File: config.mk
export PLATFORM = sky130hd
export DESIGN_NAME = gp_trig_cfg_bank
export DESIGN_NICKNAME = d
export VERILOG_FILES = /design/src/rtl/gp_trig_cfg_bank.sv
export SDC_FILE = /design/constraint.sdc
export NUM_CORES = 1
export LEC_CHECK = 0
export ABC_AREA = 1
export CAP_MARGIN = 40
export CORE_AREA = 5 5 175 177
export DETAILED_ROUTE_END_ITERATION = 7
export DIE_AREA = 0 0 180 182
export DONT_BUFFER_PORTS = 1
export HOLD_SLACK_MARGIN = 0.1
export PLACE_DENSITY = 0.81
export REMOVE_ABC_BUFFERS = 1
export SYNTH_ARGS = -nofsm -noshare
export SYNTH_HDL_FRONTEND = slang
export SYNTH_SLANG_ARGS = --single-unit
File: constraint.sdc
create_clock -name i_clk -period 2.1 [get_ports i_clk]
set_clock_uncertainty 0.2 [all_clocks]
set_input_delay 0.63 -clock i_clk [delete_from_list [all_inputs] [get_ports i_clk]]
set_output_delay 0.63 -clock i_clk [all_outputs]
set_load 0.005 [all_outputs]
File: src/rtl/gp_trig_cfg_bank.sv
// Trigger-configuration bank: double-buffered staging/active configs with commit, lock,
// error reporting and a registered single-beat read response.
module gp_trig_cfg_bank #(
  parameter int unsigned DATA_WIDTH       = 32,
  parameter int unsigned TRANS_ADDR_WIDTH = 8,
  parameter int unsigned NUM_TRIG         = 4
) (
  input  logic                           i_clk,
  input  logic                           i_rstn,
  input  logic                           reg_en,
  input  logic [TRANS_ADDR_WIDTH-1:0]    trans_addr,
  input  logic                           slv_o_valid,
  input  logic                           slv_i_rd0_wr1,
  input  logic [DATA_WIDTH-1:0]          slv_i_wr_data,
  input  logic [DATA_WIDTH/8-1:0]        slv_i_wr_strb,
  output logic                           slv_i_ready,
  output logic [DATA_WIDTH-1:0]          slv_o_read_data,
  output logic                           slv_o_rd_valid,
  output logic                           slv_o_err,
  input  logic                           reg_rd_en,
  output logic [NUM_TRIG*DATA_WIDTH-1:0] rd_trig_config,
  output logic                           reg_rd_valid,
  output logic                           commit_pending
);

  localparam int unsigned StrbW = DATA_WIDTH / 8;
  localparam int unsigned IdxW  = TRANS_ADDR_WIDTH - 2;
  localparam logic [TRANS_ADDR_WIDTH-1:0] AddrCtrl   = TRANS_ADDR_WIDTH'(8'hF0);
  localparam logic [TRANS_ADDR_WIDTH-1:0] AddrStatus = TRANS_ADDR_WIDTH'(8'hF4);

  typedef enum logic [0:0] {StIdle, StResp} state_e;

  state_e                      state_q;
  logic [DATA_WIDTH-1:0]       staging_q [NUM_TRIG];
  logic [DATA_WIDTH-1:0]       active_q  [NUM_TRIG];
  logic [DATA_WIDTH-1:0]       rd_data_q;
  logic                        rd_valid_q, err_q;
  logic                        pending_q, lock_q, err_sticky_q;
  logic [NUM_TRIG*DATA_WIDTH-1:0] snap_q;
  logic                        snap_valid_q;

  logic [NUM_TRIG-1:0]   cfg_sel;
  logic                  cfg_hit, ctrl_hit, status_hit, addr_ok;
  logic                  acc, rd_acc, wr_acc, rd_err, wr_err, do_copy;
  logic [DATA_WIDTH-1:0] rd_mux, wmask;

  always_comb begin
    cfg_sel = '0;
    rd_mux  = '0;
    wmask   = '0;
    for (int i = 0; i < int'(NUM_TRIG); i++) begin
      if (trans_addr[1:0] == 2'b00 && trans_addr[TRANS_ADDR_WIDTH-1:2] == IdxW'(i)) begin
        cfg_sel[i] = 1'b1;
      end
    end
    ctrl_hit   = (trans_addr == AddrCtrl);
    status_hit = (trans_addr == AddrStatus);
    cfg_hit    = |cfg_sel;
    addr_ok    = cfg_hit | ctrl_hit | status_hit;
    for (int i = 0; i < int'(NUM_TRIG); i++) begin
      if (cfg_sel[i]) rd_mux = staging_q[i];
    end
    // CTRL is write-only and reads back as zero without an error
    if (status_hit) rd_mux = DATA_WIDTH'({err_sticky_q, lock_q, pending_q});
    for (int b = 0; b < int'(StrbW); b++) begin
      wmask[8*b +: 8] = {8{slv_i_wr_strb[b]}};
    end
    acc     = reg_en & slv_o_valid & (state_q == StIdle);
    rd_acc  = acc & ~slv_i_rd0_wr1;
    wr_acc  = acc & slv_i_rd0_wr1;
    rd_err  = ~addr_ok;
    wr_err  = ~addr_ok | (cfg_hit & lock_q);
    // active must stay frozen while the FSM is snapshotting it
    do_copy = pending_q & ~reg_rd_en;
  end

  always_ff @(posedge i_clk or negedge i_rstn) begin
    if (!i_rstn) begin
      state_q      <= StIdle;
      rd_data_q    <= '0;
      rd_valid_q   <= 1'b0;
      err_q        <= 1'b0;
      pending_q    <= 1'b0;
      lock_q       <= 1'b0;
      err_sticky_q <= 1'b0;
      snap_q       <= '0;
      snap_valid_q <= 1'b0;
      for (int i = 0; i < int'(NUM_TRIG); i++) begin
        staging_q[i] <= '0;
        active_q[i]  <= '0;
      end
    end else begin
      rd_valid_q   <= 1'b0;
      rd_data_q    <= '0;
      err_q        <= 1'b0;
      snap_valid_q <= reg_rd_en;
      if (reg_rd_en) begin
        for (int i = 0; i < int'(NUM_TRIG); i++) begin
          snap_q[i*DATA_WIDTH +: DATA_WIDTH] <= active_q[i];
        end
      end
      if (do_copy) begin
        for (int i = 0; i < int'(NUM_TRIG); i++) active_q[i] <= staging_q[i];
        pending_q <= 1'b0;
      end
      unique case (state_q)
        StIdle: begin
          if (rd_acc) begin
            state_q    <= StResp;
            rd_valid_q <= 1'b1;
            rd_data_q  <= rd_mux;
            err_q      <= rd_err;
            if (rd_err) err_sticky_q <= 1'b1;
          end else if (wr_acc) begin
            err_q <= wr_err;
            if (wr_err) begin
              err_sticky_q <= 1'b1;
            end else begin
              if (status_hit) err_sticky_q <= 1'b0;
              // a commit landing on the copy edge re-arms pending for the newer staging
              if (ctrl_hit && slv_i_wr_strb[0]) begin
                if (slv_i_wr_data[0]) pending_q <= 1'b1;
                if (slv_i_wr_data[1]) lock_q    <= 1'b1;
              end
              for (int i = 0; i < int'(NUM_TRIG); i++) begin
                if (cfg_sel[i]) staging_q[i] <= (staging_q[i] & ~wmask) | (slv_i_wr_data & wmask);
              end
            end
          end
        end
        StResp:  state_q <= StIdle;
        default: state_q <= StIdle;
      endcase
    end
  end

  assign slv_i_ready     = (state_q == StIdle);
  assign slv_o_read_data = rd_data_q;
  assign slv_o_rd_valid  = rd_valid_q;
  assign slv_o_err       = err_q;
  assign rd_trig_config  = snap_q;
  assign reg_rd_valid    = snap_valid_q;
  assign commit_pending  = pending_q;

endmodule

== Word-level counts from Yosys, hierarchy flattened ==
Cells that the tools add are included.
Widths: inputs -> output; s select.
Word-level totals
  logic and storage cells: 93
  input port bits: 50
  output and inout port bits: 165
  bits in registers: 423
Operators by class
  reductions and logical operators: 16
  mux-type cells: 29
  eq/ne operators: 6
  bitwise logic cells: 25
Operators with widths (count)
  $mux 32: 7
  $and 32x32->32: 5
  $or 32x32->32: 4
  $not 32->32: 1
  $mux 1: 21
  $reduce_and 5->1: 4
  $eq 8x8->1 const B: 2
  $eq 6x2->1 const B: 2
  $and 1x1->1: 6
  $eq 6x1->1 const B: 1
  $logic_not 6->1: 1
  $not 1->1: 6
  $reduce_and 6->1: 1
  $logic_and 1x1->1: 5
  $reduce_and 4->1: 1
  $reduce_or 4->1: 1
  $or 1x1->1: 3
  $reduce_bool 3->1: 1
  $logic_not 2->1: 1
  $ne 2x2->1 const B: 1
  $pmux 1 s2: 1
  $reduce_bool 2->1: 1

== Logic depth before layout (Yosys ltp) ==
  depth in word-level cells: 12
  mapped depth: 14
  depth with buffers taken out: 12

== Worst setup path before layout ==
No wires, ideal clock.
  path kind: input to register
  from: input port trans_addr[4]
  to: register (tool-made name)
  setup time: 118 ps
  path slack: -77 ps
  arrival: 1858 ps
  path buffers: 1
  required time: 1782 ps
  stages: 11
  path through: nor2_2 -> nand2_4 -> nor2_2 -> nor2_1 -> nand3_1 -> nand2_1 -> nor2_2 -> buf_2 -> nand3_1 -> nand2_1 -> nand2_1
RTL lines
  start, declared: line 11  | input logic [TRANS_ADDR_WIDTH-1:0] trans_addr,

== Worst setup path after layout ==
  from: input port slv_i_rd0_wr1
  to: register rd_data_q[15], in the netlist slv_o_read_data[15]
Between the ends
  longest elaborated chain between the ends: 4
Ends and longest elaborated chain
  start, declared: line 13  | input logic slv_i_rd0_wr1,
  $not 1->1: line 69  | rd_acc = acc & ~slv_i_rd0_wr1;
  $and 1x1->1: line 69
  $mux 32: line 108  | if (rd_acc) begin
  $mux 32: line 106  | unique case (state_q)
  end signal, assigned: line 111  | rd_data_q <= rd_mux;
  end, declared: line 36  | logic [DATA_WIDTH-1:0] rd_data_q;
No other way between the ends.
A chain may end at the register's enable or synchronous reset.

==> impl_metrics.toml <==
[routing]
avgRoutedWirePerCell_microns = 20.23
first_pass_iters = 6
via_per_inst = 5.909
dr_total_vias = 13485
postRouteAntennaNets = 0
wirelength_microns = 46170
drt_iter0_markers = 1433
drc_errors = 0

[sta]
hold_viol = 422
tightestPinTransition_ns = 0.6185
rsz0062_at_grt = "no"
setup_viol = 0
finalCritPeriodShare_pct = 94.71
timing.fmax_mhz = 502.8
relSlewSlack_pct = 58.63
slew_violations = 0
period_needed_ns = 1.989
holdWs_ns = -0.4098
timing.final.ws_setup_ns = 0.1112

[logic_synthesis]
synthFlopType = "dfrtp_1"
synth_top_cell_by_area = "dfrtp_1"
yosysMostFrequentCell = "nand2_1"
yosys.cell_types.count = 25
synth.area.top_cells = "dfrtp_1 (62%), nand2_1 (15%), mux2_2 (6.4%)"
synth_area_sq_mm = 0.01701
syn_inst = 1742
async_flop_share_pct = 100.0
ys_top_cells_by_count = "nand2_1 (693), dfrtp_1 (422), nand4_1 (128)"
synth.avg_cell_area_sq_um = 9.764
synth-edff-count = 0
ys_seq_area_share_pct = 62.09
yosysWarnings = 0
yosys_register_bits = 422
yosysTopAreaCellShare_pct = 62.09

[clocking]
htree_levels = 2
clk_pin_slew_worst_paths_ns = 0.06
cts-root-buf = "clkbuf_16"
cts_tree = "yes"
cts_setup_buffers = 0
clk-insertion-delay-late_ns = 0.53
cts.sinks = 422
cts-buffers-inserted = 43
cts_buffer_depth = 3

[floorplan]
die_x_microns = 180
ios = 215
rows = 63
core-area_sq_mm = 0.02909
die-area_sq_mm = 0.03276
initial_core_util_pct = 58.48
die_h_microns = 182

[place]
dp_hpwl_microns = 26430
gp_congestion = 0.8345
dpl.cell_count = 2109
place_ws_ns = -0.3247
portBuffers = 0

[finish]
stdcell_count = 2282
syn2layout_area_growth_pct = 19.71
fillCellCount = 1977
postLayoutCoreUtil_pct = 70.00
drive_gt1_share_pct = 14.86
finalNetCount = 1909

[worst_setup_path]
required_ns = 2.31
r2r_slack_ns = 0.12
endpoint_kind = "register"
timing.rr.start = "slv_o_rd_valid$_DFF_PN0_"
worstPathArrival_ns = 2.20
ff2ff_path_depth = 9
crit_path_max_fanout = 16
r2r-end = "commit_pending$_DFF_PN0_"
start_kind = "primary input"
worstSetupPathType = "primary input to register"

[pwr]
p_leak_nw = 10.43
p_total_mw = 16.31
ir_drop_mv = 0.5186
power_density_mw_per_mm2 = 801.1

[global_route]
grt_max_degree = 423
grt_overflow = 0
antenna_found_initial = 1
grt_pass1_wl_microns = 75760
grt_pass1_vias = 14101
grt_usage_pct = 28.40

[run_status]
violations = "negative hold slack"
status = "finished, violations left"

[min_path]
worst_hold_path_type = "primary input to asynchronous set/reset pin"

[flow_run]
maxCapViolations = 0
==> layout make-up <==
| cell class | count | area (sq um) | area share (%) |
|---|---|---|---|
| diodes | 1 | 2.502 | 0.01229 |
| clock buffers | 61 | 1254 | 6.157 |
| clock inverters | 16 | 201.4 | 0.9894 |
| inverters | 53 | 201.4 | 0.9894 |
| multi-input cells | 1157 | 5778 | 28.38 |
| flip-flops and latches | 422 | 10560 | 51.86 |
| well taps | 390 | 488.0 | 2.397 |
| repair buffers | 182 | 1876 | 9.212 |
==> metrics by stage <==
step	TNS, ns	cell area [sq um]
CTS	0	20270
global route	0	20360
floorplan	-1200.87	16480
finish	0	20360
detailed placement	-35.92	17900
global placement	-22.65	17900
==> worst max-delay path: stages <==
cell and delay [ns]:
dlygate4sd3_1 0.57, nor2_2 0.18, inv_1 0.09, nor2_4 0.19, buf_12 0.17, o21ai_0 0.09, a21oi_1 0.26
==> layer usage <==
| layer | GRT usage, % | wire length [microns] |
|---|---|---|
| met5 | 0 | 0 |
| met1 | 36.51 | 17940 |
| met4 | 11.89 | 1980 |
| met2 | 47.92 | 22740 |
| met3 | 5.349 | 3496 |
==> how the worst max path moves through the flow <==
stage	from	to	slack [ns]
CTS	slv_o_rd_valid$_DFF_PN0_	commit_pending$_DFF_PN0_	0.06
finish	slv_i_rd0_wr1	slv_o_read_data[15]$_DFF_PN0_	0.11
global placement	trans_addr[1]	slv_o_read_data[19]$_DFF_PN0_	-0.19
floorplan	reg_rd_en	active_q[0]$_DFFE_PN0P_	-5.01
detailed placement	trans_addr[4]	register	-0.32
global route	slv_o_rd_valid$_DFF_PN0_	commit_pending$_DFF_PN0_	0.02
==> placed cells by master, fill, tap and decap left out, drive strengths merged, types with 24 or more instances in the layout <==
| master | count |
|---|---|
| a21oi | 62 |
| buf | 92 |
| clkbuf | 61 |
| dfrtp | 422 |
| dlygate4sd3 | 90 |
| inv | 54 |
| mux2 | 96 |
| nand2 | 695 |
| nand4 | 128 |
| nor2 | 24 |
| o21ai | 126 |
==> power by group <==
| group | switching, mW | internal, mW | total, mW |
|---|---|---|---|
| Combinational | 0.221 | 0.118 | 0.338 |
| Clock | 3.18 | 4.66 | 7.84 |
| Sequential | 0.00313 | 8.13 | 8.14 |
| Total | 3.40 | 12.9 | 16.3 |
==> cells by family (layout without fill, tap and decap cells) <==
group	count (synthesis)	in the layout	share of synthesized area, %
and+or+nand+nor	868	868	21.52
DFF	422	422	62.09
AOI/OAI and AO/OA	193	193	5.745
other	0	1	0
buffers and inverters	163	312	4.296
muxes	96	96	6.356
==> what timing repair did <==
action                     CTS  global route
resized for setup            0             3
setup endpoints to repair    0             1
hold endpoints to repair   680           423
hold buffers                90             1
Note: power is estimated with default switching activity, not from simulation.
